--- config.mk ---
export PLATFORM = sky130hd
export DESIGN_NAME = sequence_player
export DESIGN_NICKNAME = d
export VERILOG_FILES = /design/src/rtl/simon_pkg.sv /design/src/rtl/step_timer.sv /design/src/rtl/sequence_player.sv
export SDC_FILE = /design/constraint.sdc
export NUM_CORES = 1
export LEC_CHECK = 0
export ABC_CLOCK_PERIOD_IN_PS = 3100
export CORE_ASPECT_RATIO = 1.5
export CORE_MARGIN = 5
export CORE_UTILIZATION = 29
export CTS_CLUSTER_SIZE = 40
export DETAILED_ROUTE_END_ITERATION = 10
export GPL_ROUTABILITY_DRIVEN = 0
export HOLD_SLACK_MARGIN = 0.1
export PLACE_DENSITY = 0.5
export SYNTH_ARGS = -nofsm -noshare
export SYNTH_HDL_FRONTEND = slang
export SYNTH_HIERARCHICAL = 1
export SYNTH_SLANG_ARGS = --single-unit
--- constraint.sdc ---
create_clock -name clk -period 3.1 [get_ports clk]
set_input_delay 0.62 -clock clk [delete_from_list [all_inputs] [get_ports clk]]
set_output_delay 0.62 -clock clk [all_outputs]
set_load 0.01 [all_outputs]
--- src/rtl/simon_pkg.sv ---
// Shared types and defaults for the Simon game datapath (sequence ROM, player, input checker).
package simon_pkg;

  typedef logic [1:0] color_t;

  typedef enum logic [2:0] {
    ST_IDLE  = 3'd0,
    ST_FETCH = 3'd1,
    ST_LATCH = 3'd2,
    ST_ON    = 3'd3,
    ST_OFF   = 3'd4,
    ST_DONE  = 3'd5
  } player_state_t;

  // Default step timing at 50 MHz: 0.5 s lit, 0.25 s dark, ~500 Hz base tone.
  localparam int DEF_ON_CYCLES  = 25_000_000;
  localparam int DEF_OFF_CYCLES = 12_500_000;
  localparam int DEF_CNT_W      = 26;
  localparam int DEF_TONE_DIV   = 50_000;

  function automatic logic [3:0] onehot4(input color_t c);
    return 4'b0001 << c;
  endfunction

endpackage

--- src/rtl/step_timer.sv ---
// Loadable down-counter; zero_o is high while the count sits at 0.
module step_timer #(
  parameter int CNT_W = 26
) (
  input  logic             clk,
  input  logic             rst,
  input  logic             load_i,
  input  logic [CNT_W-1:0] load_val_i,
  output logic             zero_o
);

  logic [CNT_W-1:0] count_q, count_d;

  always_comb begin
    count_d = count_q;
    if (load_i) begin
      count_d = load_val_i;
    end else if (count_q != '0) begin
      count_d = count_q - CNT_W'(1);
    end
  end

  always_ff @(posedge clk or posedge rst) begin
    if (rst) begin
      count_q <= '0;
    end else begin
      count_q <= count_d;
    end
  end

  assign zero_o = (count_q == '0);

endmodule

--- src/rtl/sequence_player.sv ---
// Simon playback controller: walks sequence_rom and flashes one LED per step.
// Optional speaker tone is built when SEQUENCE_PLAYER_TONE_EN is defined.
module sequence_player
  import simon_pkg::*;
#(
  parameter int DEPTH      = 16,
  parameter int ADDR_W     = 4,
  parameter int ON_CYCLES  = DEF_ON_CYCLES,
  parameter int OFF_CYCLES = DEF_OFF_CYCLES,
  parameter int CNT_W      = DEF_CNT_W,
  parameter int TONE_DIV   = DEF_TONE_DIV
) (
  input  logic              clk,
  input  logic              rst,
  input  logic              start,
  input  logic [ADDR_W:0]   length,
  output logic [ADDR_W-1:0] rd_addr,
  input  logic [1:0]        rd_data,
  output logic [3:0]        led,
  output logic              tone,
  output logic              busy,
  output logic              done,
  output player_state_t     dbg_state_o,
  output color_t            dbg_color_o
);

  localparam int LEN_W = ADDR_W + 1;

  if (ON_CYCLES < 1 || OFF_CYCLES < 1 || TONE_DIV < 1) begin : g_param_check
    $error("sequence_player: ON_CYCLES, OFF_CYCLES and TONE_DIV must be >= 1");
  end

  player_state_t     state_q, state_d;
  logic [LEN_W-1:0]  len_q, len_d, len_clamped;
  logic [ADDR_W-1:0] idx_q, idx_d;
  logic [ADDR_W-1:0] rd_addr_q, rd_addr_d;
  logic [3:0]        led_q, led_d;
  color_t            color_q, color_d;
  logic              timer_load;
  logic [CNT_W-1:0]  timer_val;
  logic              timer_zero;

  assign len_clamped = (length > LEN_W'(DEPTH)) ? LEN_W'(DEPTH) : length;

  step_timer #(.CNT_W(CNT_W)) u_step_timer (
    .clk        (clk),
    .rst        (rst),
    .load_i     (timer_load),
    .load_val_i (timer_val),
    .zero_o     (timer_zero)
  );

  always_ff @(posedge clk or posedge rst) begin
    if (rst) begin
      state_q <= ST_IDLE;
    end else begin
      state_q <= state_d;
    end
  end

  always_comb begin
    state_d    = state_q;
    len_d      = len_q;
    idx_d      = idx_q;
    rd_addr_d  = rd_addr_q;
    led_d      = led_q;
    color_d    = color_q;
    timer_load = 1'b0;
    timer_val  = '0;
    unique case (state_q)
      ST_IDLE: begin
        if (start) begin
          len_d = len_clamped;
          if (len_clamped == '0) begin
            state_d = ST_DONE;
          end else begin
            idx_d     = '0;
            rd_addr_d = '0;
            state_d   = ST_FETCH;
          end
        end
      end
      ST_FETCH: state_d = ST_LATCH;
      ST_LATCH: begin
        // rd_data now reflects the address presented during FETCH.
        color_d    = rd_data;
        led_d      = onehot4(rd_data);
        timer_load = 1'b1;
        timer_val  = CNT_W'(ON_CYCLES - 1);
        state_d    = ST_ON;
      end
      ST_ON: begin
        if (timer_zero) begin
          led_d      = 4'b0000;
          timer_load = 1'b1;
          timer_val  = CNT_W'(OFF_CYCLES - 1);
          state_d    = ST_OFF;
        end
      end
      ST_OFF: begin
        if (timer_zero) begin
          if ({1'b0, idx_q} + LEN_W'(1) == len_q) begin
            state_d = ST_DONE;
          end else begin
            idx_d     = idx_q + ADDR_W'(1);
            rd_addr_d = rd_addr_q + ADDR_W'(1);
            state_d   = ST_FETCH;
          end
        end
      end
      ST_DONE: state_d = ST_IDLE;
      default: state_d = ST_IDLE;
    endcase
  end

  always_comb begin
    busy = (state_q != ST_IDLE);
    done = (state_q == ST_DONE);
  end

  always_ff @(posedge clk or posedge rst) begin
    if (rst) begin
      len_q     <= '0;
      idx_q     <= '0;
      rd_addr_q <= '0;
      led_q     <= 4'b0000;
      color_q   <= 2'b00;
    end else begin
      len_q     <= len_d;
      idx_q     <= idx_d;
      rd_addr_q <= rd_addr_d;
      led_q     <= led_d;
      color_q   <= color_d;
    end
  end

  assign rd_addr     = rd_addr_q;
  assign led         = led_q;
  assign dbg_state_o = state_q;
  assign dbg_color_o = color_q;

`ifdef SEQUENCE_PLAYER_TONE_EN
  logic [31:0] div_q, div_d, half_period;
  logic        tone_q, tone_d;

  assign half_period = 32'(TONE_DIV) * (32'(color_q) + 32'd1);

  // Divider only runs while staying in ON, so it restarts from 0 on every ON entry.
  always_comb begin
    div_d  = '0;
    tone_d = 1'b0;
    if (state_q == ST_ON && state_d == ST_ON) begin
      if (div_q == half_period - 32'd1) begin
        div_d  = '0;
        tone_d = ~tone_q;
      end else begin
        div_d  = div_q + 32'd1;
        tone_d = tone_q;
      end
    end
  end

  always_ff @(posedge clk or posedge rst) begin
    if (rst) begin
      div_q  <= '0;
      tone_q <= 1'b0;
    end else begin
      div_q  <= div_d;
      tone_q <= tone_d;
    end
  end

  assign tone = tone_q;
`else
  assign tone = 1'b0;
`endif

endmodule

Word-level counts from Yosys, hierarchy flattened
Index checks and enable logic that the tools add are counted.
Cells by class
  add/subtract/negate cells: 4
  $lt $le $gt $ge: 1
  equality and inequality tests: 11
  shift-type cells: 1
  multiplexer cells: 23
  reductions and logical operators: 12
Operators with widths (number)
  26-bit 2-to-1 mux: 2
  25-bit one-hot mux with 2 select lines: 1
  4-bit 2-to-1 mux: 7
  26-bit logical NOT: 1
  26-bit nonzero test: 1
  26-bit by 1-bit subtractor with 26-bit output, second input constant: 1
  24-bit 2-to-1 mux: 1
  4-bit one-hot mux with 2 select lines: 3
  3-bit 2-to-1 mux: 5
  3-bit one-hot mux with 5 select lines: 1
  2-bit != test, second input constant: 5
  4-bit by 1-bit adder with 4-bit output, second input constant: 2
  3-bit by 2-bit equality test with 1-bit output, second input constant: 2
  3-bit equality test, second input constant: 2
  2-bit nonzero test: 3
  4-bit by 1-bit adder with 5-bit output, second input constant: 1
  5-bit equality test: 1
  5-bit greater-than comparator, second input constant: 1
  5-bit logical NOT: 1
  5-bit 2-to-1 mux: 1
  5-bit AND reduction: 1
  2-bit AND reduction: 2
  1-bit by 2-bit left shift with 4-bit output, first input constant: 1
  3-bit by 1-bit equality test with 1-bit output, second input constant: 1
  5 further kinds: 5
Storage, ports and cells
  register bits after elaboration: 48
  input port bits: 10
  output and inout port bits: 16
  word-level logic and storage cells: 59

Logic depth before layout (Yosys ltp)
Gate-level depths: netlist of the first run.
  word-level depth: 6
  mapped depth: 13
  mapped depth without buffers: 12

Hierarchy
Netlist of the first run, hierarchy kept.
Modules (own cells, without submodules)
  step_timer: instances 1, cells each 178, area each 1640.3 um^2, sequential area each 650.6 um^2
  sequence_player: instances 1, cells each 130, area each 1247.4 um^2, sequential area each 550.5 um^2

Worst setup path before layout of the first run
No wires, ideal clock.
  kind: register to register
  start: register u_step_timer.count_q[0]
  end: register u_step_timer.count_q[10]
  library setup time: 140 ps
  data arrival time: 2929 ps
  required time: 2960 ps
  slack: 31 ps
  cell stages (with the launch flop): 14
  buffers on the path: 1
  period minus slack after synthesis: 3069 ps
  cell sequence: dfrtp_1 > inv_1 > ha_1 > nor3b_1 > nand4_1 > nor2_1 > inv_1 > nor2_1 > nor2_1 > inv_1 > clkbuf_1 > clkinv_1 > o21ai_1 > o21ai_0
On the way
  word-level cells in the longest chain between the ends: 4
  elaborated cells on any way between the ends: 10
  classes of those cells: add/sub: 1; mux: 6; reduce/logical: 3
Ends and longest elaborated chain
  start, declared: RTL line step_timer.sv:12  | logic [CNT_W-1:0] count_q, count_d;
  start signal, assigned: RTL line step_timer.sv:27  | count_q <= count_d;
  26-bit logical NOT: RTL line step_timer.sv:31  | assign zero_o = (count_q == '0);
  named net timer_zero: RTL line sequence_player.sv:41  | logic timer_zero;
  24-bit 2-to-1 mux: RTL line sequence_player.sv:93  | if (timer_zero) begin
  25-bit one-hot mux with 2 select lines: RTL line sequence_player.sv:70  | unique case (state_q)
  named net timer_val[10]: RTL line sequence_player.sv:40  | logic [CNT_W-1:0] timer_val;
  26-bit 2-to-1 mux: RTL line step_timer.sv:16  | if (load_i) begin
The timed path passes the listed nets, and every way through them passes these cells. The select of a mux whose other input is x is not followed.
A chain may end at the register's enable or synchronous reset.

Worst setup path in the final report of the first run
  start: register u_step_timer.count_q[21]
  end: register u_step_timer.count_q[17]
On the way
  word-level cells in the longest chain between the ends: 4
  elaborated cells on any way between the ends: 8
  classes of those cells: mux: 5; reduce/logical: 3
Ends and longest elaborated chain
  26-bit logical NOT (*): RTL line step_timer.sv:31
  named net timer_zero: RTL line sequence_player.sv:41
  1-bit 2-to-1 mux (*): RTL line sequence_player.sv:93
  1-bit one-hot mux with 2 select lines (*): RTL line sequence_player.sv:70
  named net timer_load: RTL line sequence_player.sv:39  | logic timer_load;
  26-bit 2-to-1 mux / 2-bit nonzero test (equally long branches)
Mark *: on every way through the listed nets, which the timed path passes. The rest lies on a longest branch.

==> summary.txt, run 1 <==
Logic synthesis
  – Synth async-reset ratio: 100%
  – Synthesized area per cell: 9.38 sq um
  – Synthesis-stage register bit count: 48
  – Cell variety after synth: 58
  – Synthesized area: just under 3000 sq um
  – Leading register cell type out of synthesis: dfrtp_1
  – Cells after Synth: 308
  – Yosys warnings: 6
  – Sequential share of the synthesized area: 41.6%
  – Post-synth EDFFs: 0

Timing
  – Hold Slack: around 0.49 ns
  – Period utilization: between 80% and 90%
  – Max Clk Rate: 362 MHz
  – Rel. slew slack: 40.9%
  – Final hold vios: 0
  – Clock Skew: 0.00987 ns
  – Count of final setup violators: 0
  – RSZ-0062 raised after global routing: false
  – Setup TNS Final: 0 ns
  – Slew @ Worst Pin: roughly 0.89 ns
  – Final-report max-slew violation count: 0
  – Tmin final: 2.76 ns

Floorplan
  – Die area: 12100 sq um
  – Die W: roughly 90 um
  – Core footprint: 9690 sq um
  – Die height: 132 um
  – Row count: 44
  – Initial core utilization: between 20 and 30%
  – Ports: 26

Clock tree
  – CTS tree: yes
  – CTS sink cnt: 48
  – Total CTS buffers: 5
  – Worst-skew pair later-pin latency: ~0.28 ns
  – H-tree depth: 2
  – Root buf cell: clkbuf_16
  – Max clock buf depth: 2
  – Post-CTS sizing: 0
  – Clk slew on worst S/H paths: approximately 0.070 ns
  – Hold Buf Count CTS: 0
  – Post-CTS setup buffer count: 0

Detailed routing
  – DR vias/cell: 5.05
  – Via count: 2294
  – Residual DRC: 0
  – Final WL: 6870 um
  – DRT antenna net count: 0
  – Routed len/inst: 15.1 um
  – Drt initial violations: 118
  – First drt pass iteration count: 4

Worst setup path
  – Worst reg2reg endpoint: u_step_timer/count_q[17]
  – Crit path to: u_step_timer/count_q[17]
  – Max incr delay on CP: approximately 0.47 ns
  – Crit. End Element: flop
  – CP startpoint kind: flop
  – Crit. path cell count: 11
  – Req. time, crit path: 3.28 ns
  – Reg2reg start: u_step_timer/count_q[21]
  – Critical path fanouts, max: between 40 and 50
  – Crit-path cells: nor4_1 -> nand4b_1 -> nor2_1 -> inv_1 -> nor2_1 -> nor2_1 -> inv_1 -> buf_6 -> or3_1 -> nor2_1 -> a211oi_1
  – Reg2Reg Depth: 11
  – Buffers plus inverters on the worst setup path: 3
  – CP max-delay cell: nor4_1
  – WP data arrival: 2.94 ns
  – Reg2Reg Setup Slack: between 0.3 and 0.4 ns
  – CP startpoint: u_step_timer/count_q[21]
  – CP Class: reg -> reg
  – CP dominant cell by count: nor2_1
  – Cell family with the largest share of critical-path delay: simple AND/OR/NAND/NOR gates

Outcome
  – Status: completed

Final layout
  – Share of cells above drive strength 1: 10.6%
  – ANT cells: 0
  – Final-stage net count: 352
  – Fillers: 1020
  – FF+latch area: 1200 sq um
  – Final core occ: 35.3%
  – Multi-input logic area: 1590 sq um
  – Cell area after layout: 3420 sq um
  – Fin cells: 454
  – Synth-to-layout area growth: 18.3%

GRT
  – Overall Global Routing Usage: a little under an eighth
  – GR peak layer: met2
  – Congestion Overflow GR: 0
  – Initial antenna violation count: 0
  – Met3 Use GR: 1.94%
  – Met2 usage in global routing: 23.0%
  – Vias in the first global route: 2458
  – Met1 usage: between 10% and 20%
  – Largest net degree at the start of global routing: 49
  – Global-route wire length before repair: 12000 um

Power
  – Static leakage: 1.38 nW
  – Maximum VDD drop: 381 uV
  – Pwr dens: 906 nW/um^2

Place
  – Placed cell area: 3270 sq um
  – Hpwl dp: 5200 um
  – Port Buf Inserts: 24
  – Post-Place Cells: roughly 450

Worst hold path
  – Min-Delay Path Class: reg -> reg

Job
  – Max Cap Violations: 0
==> sequential cells by signal (all words and copies together) (netlist names) <==
name,cells
u_step_timer/count_q,26
len_q,5
idx_q,4
led,4
rd_addr,4
dbg_state_o,3
dbg_color_o,2
==> worst min-delay path, stage by stage (launching register included) <==
cell,delay [ns]
dfrtp_1,0.35
nand2_1,0.05
o21ai_0,0.06
==> metal layers <==
| layer | vias to the layer above | part of all wire [%] |
|---|---|---|
| met1 | 1118 | 41 |
| met4 | 0 | 0.64 |
| met3 | 2 | 1.7 |
| met5 | - | 0 |
| met2 | 21 | 57 |
| li1 | 1153 | - |
==> layout make-up <==
class / instances / share of cell area, %
well taps: 115 / 4.21
clock buffers: 6 / 3.77
clock inverters: 1 / 0.147
repair buffers: 32 / 8.90
inverters: 11 / 1.21
flip-flops and latches: 48 / 35.2
multi-input cells: 241 / 46.6
==> Yosys cell counts (5+ instances only) <==
cell | number | area (sq um)
nand2b_1 | 5 | 31.3
nor3_1 | 10 | 50.1
nor2_1 | 24 | 90.1
xnor2_1 | 15 | 131
mux2_2 | 5 | 56.3
nand2_1 | 39 | 146
nand3_1 | 10 | 50.1
xor2_1 | 11 | 96.3
o21ai_0 | 19 | 95.1
nor4_1 | 5 | 31.3
o31ai_1 | 12 | 90.1
nand3b_1 | 5 | 37.5
clkbuf_1 | 5 | 18.8
inv_1 | 10 | 37.5
dfrtp_1 | 48 | 1200
o21ai_1 | 8 | 40.0
==> kinds of logic (layout without fill, tap and decap cells) <==
kind of cell               Yosys count  after routing  synth area share (%)
adders and majority gates            3              3                  1.30
xor gates and xnor gates            26             26                  7.89
and+or+nand+nor                    139            139                  28.6
other                                1              6                 0.130
DFF                                 48             48                  41.6
buffers and inverters               24             50                  4.07
muxes                                7              7                  2.69
AOI/OAI and AO/OA                   60             60                  13.7
==> stage by stage <==
stage	setup slack (ns)	total power, mW
after floorplan	0.0312	2.18
after CTS	0.176	3.14
after global routing	0.0144	3.36
final	0.341	3.09
after global placement	0.350	2.58
after detailed placement	0.229	2.61
==> cells in the final DEF, fill, tap and decap left out, types with 3 or more instances in the layout <==
| cell type | Yosys | layout |
|---|---|---|
| xor2_1 | 11 | 11 |
| nand2b_1 | 5 | 5 |
| o21ai_0 | 19 | 19 |
| or3_1 | 4 | 4 |
| o31ai_1 | 12 | 12 |
| conb_1 | 1 | 6 |
| xnor2_1 | 15 | 15 |
| dfrtp_1 | 48 | 48 |
| clkdlybuf4s50_1 | 0 | 24 |
| a211oi_1 | 3 | 3 |
| nor2_1 | 24 | 24 |
| inv_1 | 10 | 10 |
| nand4_1 | 4 | 4 |
| nor3_1 | 10 | 10 |
| nand2_1 | 39 | 39 |
| nor4_4 | 4 | 4 |
| nand4b_1 | 3 | 3 |
| nor2b_1 | 4 | 4 |
| buf_4 | 2 | 7 |
| clkbuf_16 | 0 | 5 |
| o21ai_1 | 8 | 7 |
| nand3_1 | 10 | 10 |
| nand3b_1 | 5 | 5 |
| ha_1 | 3 | 3 |
| mux2_2 | 5 | 5 |
| nor4_1 | 5 | 5 |
| and3_1 | 4 | 4 |
==> report_power, final <==
group / internal, mW / leakage [nW] / switching (mW)
sequential: 0.881 / 0.614 / 0.356
clock: 0.294 / 0.0667 / 0.219
combinational: 0.648 / 0.702 / 0.697
==> how the worst min path moves through the flow <==
| stage | startpoint | endpoint | slack, ns | cells after the start |
|---|---|---|---|---|
| 4_1_cts | led[2] | led[2] | 0.50 | 2 |
| 5_1_grt | led[0] | led[0] | 0.52 | 2 |
| 3_5_place_dp | led[2] | led[2] | 0.48 | 2 |
| 3_3_place_gp | led[3] | led[3] | 0.49 | 2 |
| 6_report | led[2] | led[2] | 0.49 | 2 |
| 2_1_floorplan | len_q[0] | len_q[0] | 0.47 | 2 |
No activity file was read; power rests on OpenSTA's default activity.
==> run 2, diff against run 1 <==
--- a/config.mk
+++ b/config.mk
@@ -5,7 +5,7 @@
 export SDC_FILE = /design/constraint.sdc
 export NUM_CORES = 1
 export LEC_CHECK = 0
-export ABC_CLOCK_PERIOD_IN_PS = 3100
+export ABC_CLOCK_PERIOD_IN_PS = 3400
 export CORE_ASPECT_RATIO = 1.5
 export CORE_MARGIN = 5
 export CORE_UTILIZATION = 29
@@ -13,7 +13,6 @@
 export DETAILED_ROUTE_END_ITERATION = 10
 export GPL_ROUTABILITY_DRIVEN = 0
 export HOLD_SLACK_MARGIN = 0.1
-export PLACE_DENSITY = 0.5
 export SYNTH_ARGS = -nofsm -noshare
 export SYNTH_HDL_FRONTEND = slang
 export SYNTH_HIERARCHICAL = 1
==> constraint.sdc (replaced) <==
create_clock -name clk -period 3.4 [get_ports clk]
set_input_delay 0.68 -clock clk [delete_from_list [all_inputs] [get_ports clk]]
set_output_delay 0.68 -clock clk [all_outputs]
set_load 0.01 [all_outputs]
==> summary.txt, run 2 (synthesis results as in run 1) <==
Clock tree
  – Worst-skew pair later-pin latency: 0.29 ns (about the same)
  – Post-CTS sizing: 0 (unchanged)
  – Hold Buf Count CTS: 0 (unchanged)
  – Root buf cell: clkbuf_16
  – Max clock buf depth: 2 (unchanged)
  – Total CTS buffers: 5 (unchanged)
  – CTS sink cnt: 48 (unchanged)
  – Clk slew on worst S/H paths: 0.06 ns (about the same)
  – CTS tree: yes
  – H-tree depth: 2 (unchanged)
  – Post-CTS setup buffer count: 0 (unchanged)

Timing
  – Final hold vios: 0 (unchanged)
  – Max Clk Rate: 336 MHz (-7.3%)
  – Period utilization: 87.5% (-1.5 points)
  – Count of final setup violators: 0 (unchanged)
  – Final-report max-slew violation count: 0 (unchanged)
  – RSZ-0062 raised after global routing: false
  – Rel. slew slack: 33.0% (-7.9 points)
  – Tmin final: 2.98 ns (+0.217 ns)
  – Slew @ Worst Pin: 1.00 ns (+0.119 ns)
  – Setup TNS Final: 0 ns (unchanged)
  – Clock Skew: 0.00383 ns (-0.00604 ns)

Floorplan
  – Ports: 26 (unchanged)
  – Row count: 44 (unchanged)
  – Die height: 132 um (unchanged)
  – Die area: 12100 sq um (unchanged)
  – Core footprint: 9690 sq um (unchanged)
  – Die W: 91.5 um (unchanged)
  – Initial core utilization: 29.8% (unchanged)

Final layout
  – Biggest register: u_step_timer/count_q
  – Synth-to-layout area growth: 17.9%
  – Final-stage net count: 350 (-0.57%)
  – Number of flip-flops under the largest register name: 26 (unchanged)
  – Share of cells above drive strength 1: 9.76% (-0.86 points)
  – ANT cells: 0 (unchanged)
  – Most common cell after layout, fill and taps aside: dfrtp_1
  – Most frequent cells in the layout: 48 x dfrtp_1, 39 x nand2_1, 24 x nor2_1, 24 x clkdlybuf4s50_1, 19 x o21ai_0
  – Top flop regs: u_step_timer/count_q (26), len_q (5)
  – Fillers: 990 (-2.9%)

Detailed routing
  – Via count: 2332 (+1.7%)
  – Drt initial violations: 163 (+38%)
  – First drt pass iteration count: 4 (unchanged)
  – Routed len/inst: 14.2 um (-6.0%)
  – Residual DRC: 0 (unchanged)
  – DR vias/cell: 5.15 (+1.9%)
  – DRT antenna net count: 0 (unchanged)
  – Final WL: 6450 um (-6.2%)

GRT
  – Overall Global Routing Usage: 10.9% (-1.1 points)
  – GR peak layer: met2
  – Vias in the first global route: 2222 (-9.6%)
  – Met3 Use GR: 2.17% (+0.23 points)
  – Met2 usage in global routing: 18.9% (-4.1 points)
  – Largest net degree at the start of global routing: 49 (unchanged)
  – Congestion Overflow GR: 0 (unchanged)
  – Initial antenna violation count: 0 (unchanged)
  – Met1 usage: 12.8% (-0.66 points)
  – Global-route wire length before repair: 10900 um (-9.7%)

Worst setup path
  – Critical path fanouts, max: 9 (-81%)
  – WP data arrival: 3.12 ns (+0.18 ns)
  – Reg2Reg Setup Slack: 0.42 ns (+0.08 ns)
  – CP Class: reg -> reg
  – CP startpoint kind: flop
  – CP max-delay cell: nor4_1
  – Max incr delay on CP: 0.46 ns (about the same)
  – CP dominant cell by count: nor2_1
  – Req. time, crit path: 3.54 ns (+0.26 ns)
  – Cell family with the largest share of critical-path delay: simple AND/OR/NAND/NOR gates
  – Reg2Reg Depth: 10 (-1)
  – Worst reg2reg endpoint: u_step_timer/count_q[14]
  – Crit-path cells: nor4_1 -> nand4b_1 -> nor2_1 -> inv_1 -> nor2_1 -> nor2_1 -> inv_1 -> clkinv_1 -> o21ai_1 -> o21ai_0
  – Reg2reg start: u_step_timer/count_q[21]
  – Buffers plus inverters on the worst setup path: 3 (unchanged)
  – Crit. End Element: flop

Power
  – Pwr dens: 831 nW/um^2 (-8.3%)
  – Maximum VDD drop: 327 uV (-14%)
  – Post-layout power: 2.83 mW (-8.6%)
  – Static leakage: 1.37 nW (-0.62%)

Worst hold path
  – Min-Delay Path Class: reg -> reg
  – Critical hold path startpoint: led[2]
  – Hold worst-path end: led[2]
  – Hold path depth: 2 (unchanged)

Job
  – Max Cap Violations: 0 (unchanged)

Place
  – Hpwl dp: 4780 um (-8.1%)
  – Port Buf Inserts: 24 (unchanged)

Outcome
  – Status: completed
-- run 2: changes by cell type in the layout (fill, tap and decap cells not counted) --
cell	before	now
buf_4	7	6
buf_6	1	0
clkbuf_1	1	2
clkbuf_8	0	1
clkinv_2	1	0
o21ai_1	7	8
o21ai_2	1	0
-- run 2: worst max-delay path by stage --
stage,endpoint,start,slack [ns],cells after the start
after floorplan,u_step_timer/count_q[10],u_step_timer/count_q[0],0.33,13
after global placement,u_step_timer/count_q[21],u_step_timer/count_q[21],0.51,10
after detailed placement,u_step_timer/count_q[14],u_step_timer/count_q[21],0.42,10
after CTS,u_step_timer/count_q[14],u_step_timer/count_q[3],0.41,10
after global routing,u_step_timer/count_q[11],u_step_timer/count_q[0],0.12,12
final,u_step_timer/count_q[14],u_step_timer/count_q[21],0.42,10
-- run 2: where the power goes --
| part | switching, mW | leakage, nW | total (mW) | internal [mW] |
|---|---|---|---|---|
| registers | 0.321 | 0.614 | 1.12 | 0.803 |
| clock network | 0.205 | 0.0712 | 0.498 | 0.294 |
| logic | 0.621 | 0.689 | 1.21 | 0.585 |
| total | 1.15 | 1.37 | 2.83 | 1.68 |
-- run 2: layer usage --
metal / routed length, um / up-vias / share of wire (%)
met4: 114 / 0 / 1.8
li1: - / 1156 / -
met3: 248 / 9 / 3.8
met2: 3380 / 49 / 52
met1: 2700 / 1118 / 42
met5: 0 / - / 0
-- run 2: per-stage QoR --
stage	instances	hold slack, ns	worst slack (ns)	cell area (sq um)	utilization (%)
after floorplan	313	0.468	0.331	2910	-
after global placement	445	0.478	0.510	3260	33.6
after detailed placement	445	0.478	0.419	3260	33.6
after CTS	453	0.493	0.407	3410	35.1
after global routing	453	0.512	0.121	3410	35.1
final	453	0.480	0.424	3410	35.1
-- run 2: layout make-up --
| class | instances | area (sq um) | share of cell area [%] |
|---|---|---|---|
| multi-input combinational | 241 | 1590 | 46.6 |
| sequential | 48 | 1200 | 35.3 |
| timing repair buffer | 30 | 285 | 8.38 |
| clock buffer | 8 | 146 | 4.30 |
| tap | 115 | 144 | 4.22 |
| inverter | 11 | 41.3 | 1.21 |
-- run 2: tightest hold or removal path, delay by kind of cell (launching register included) --
kind / cells / cell delay (ns)
flip-flops: 1 / 0.34
AND/OR/NAND/NOR: 1 / 0.04
AO/OA/AOI/OAI: 1 / 0.06
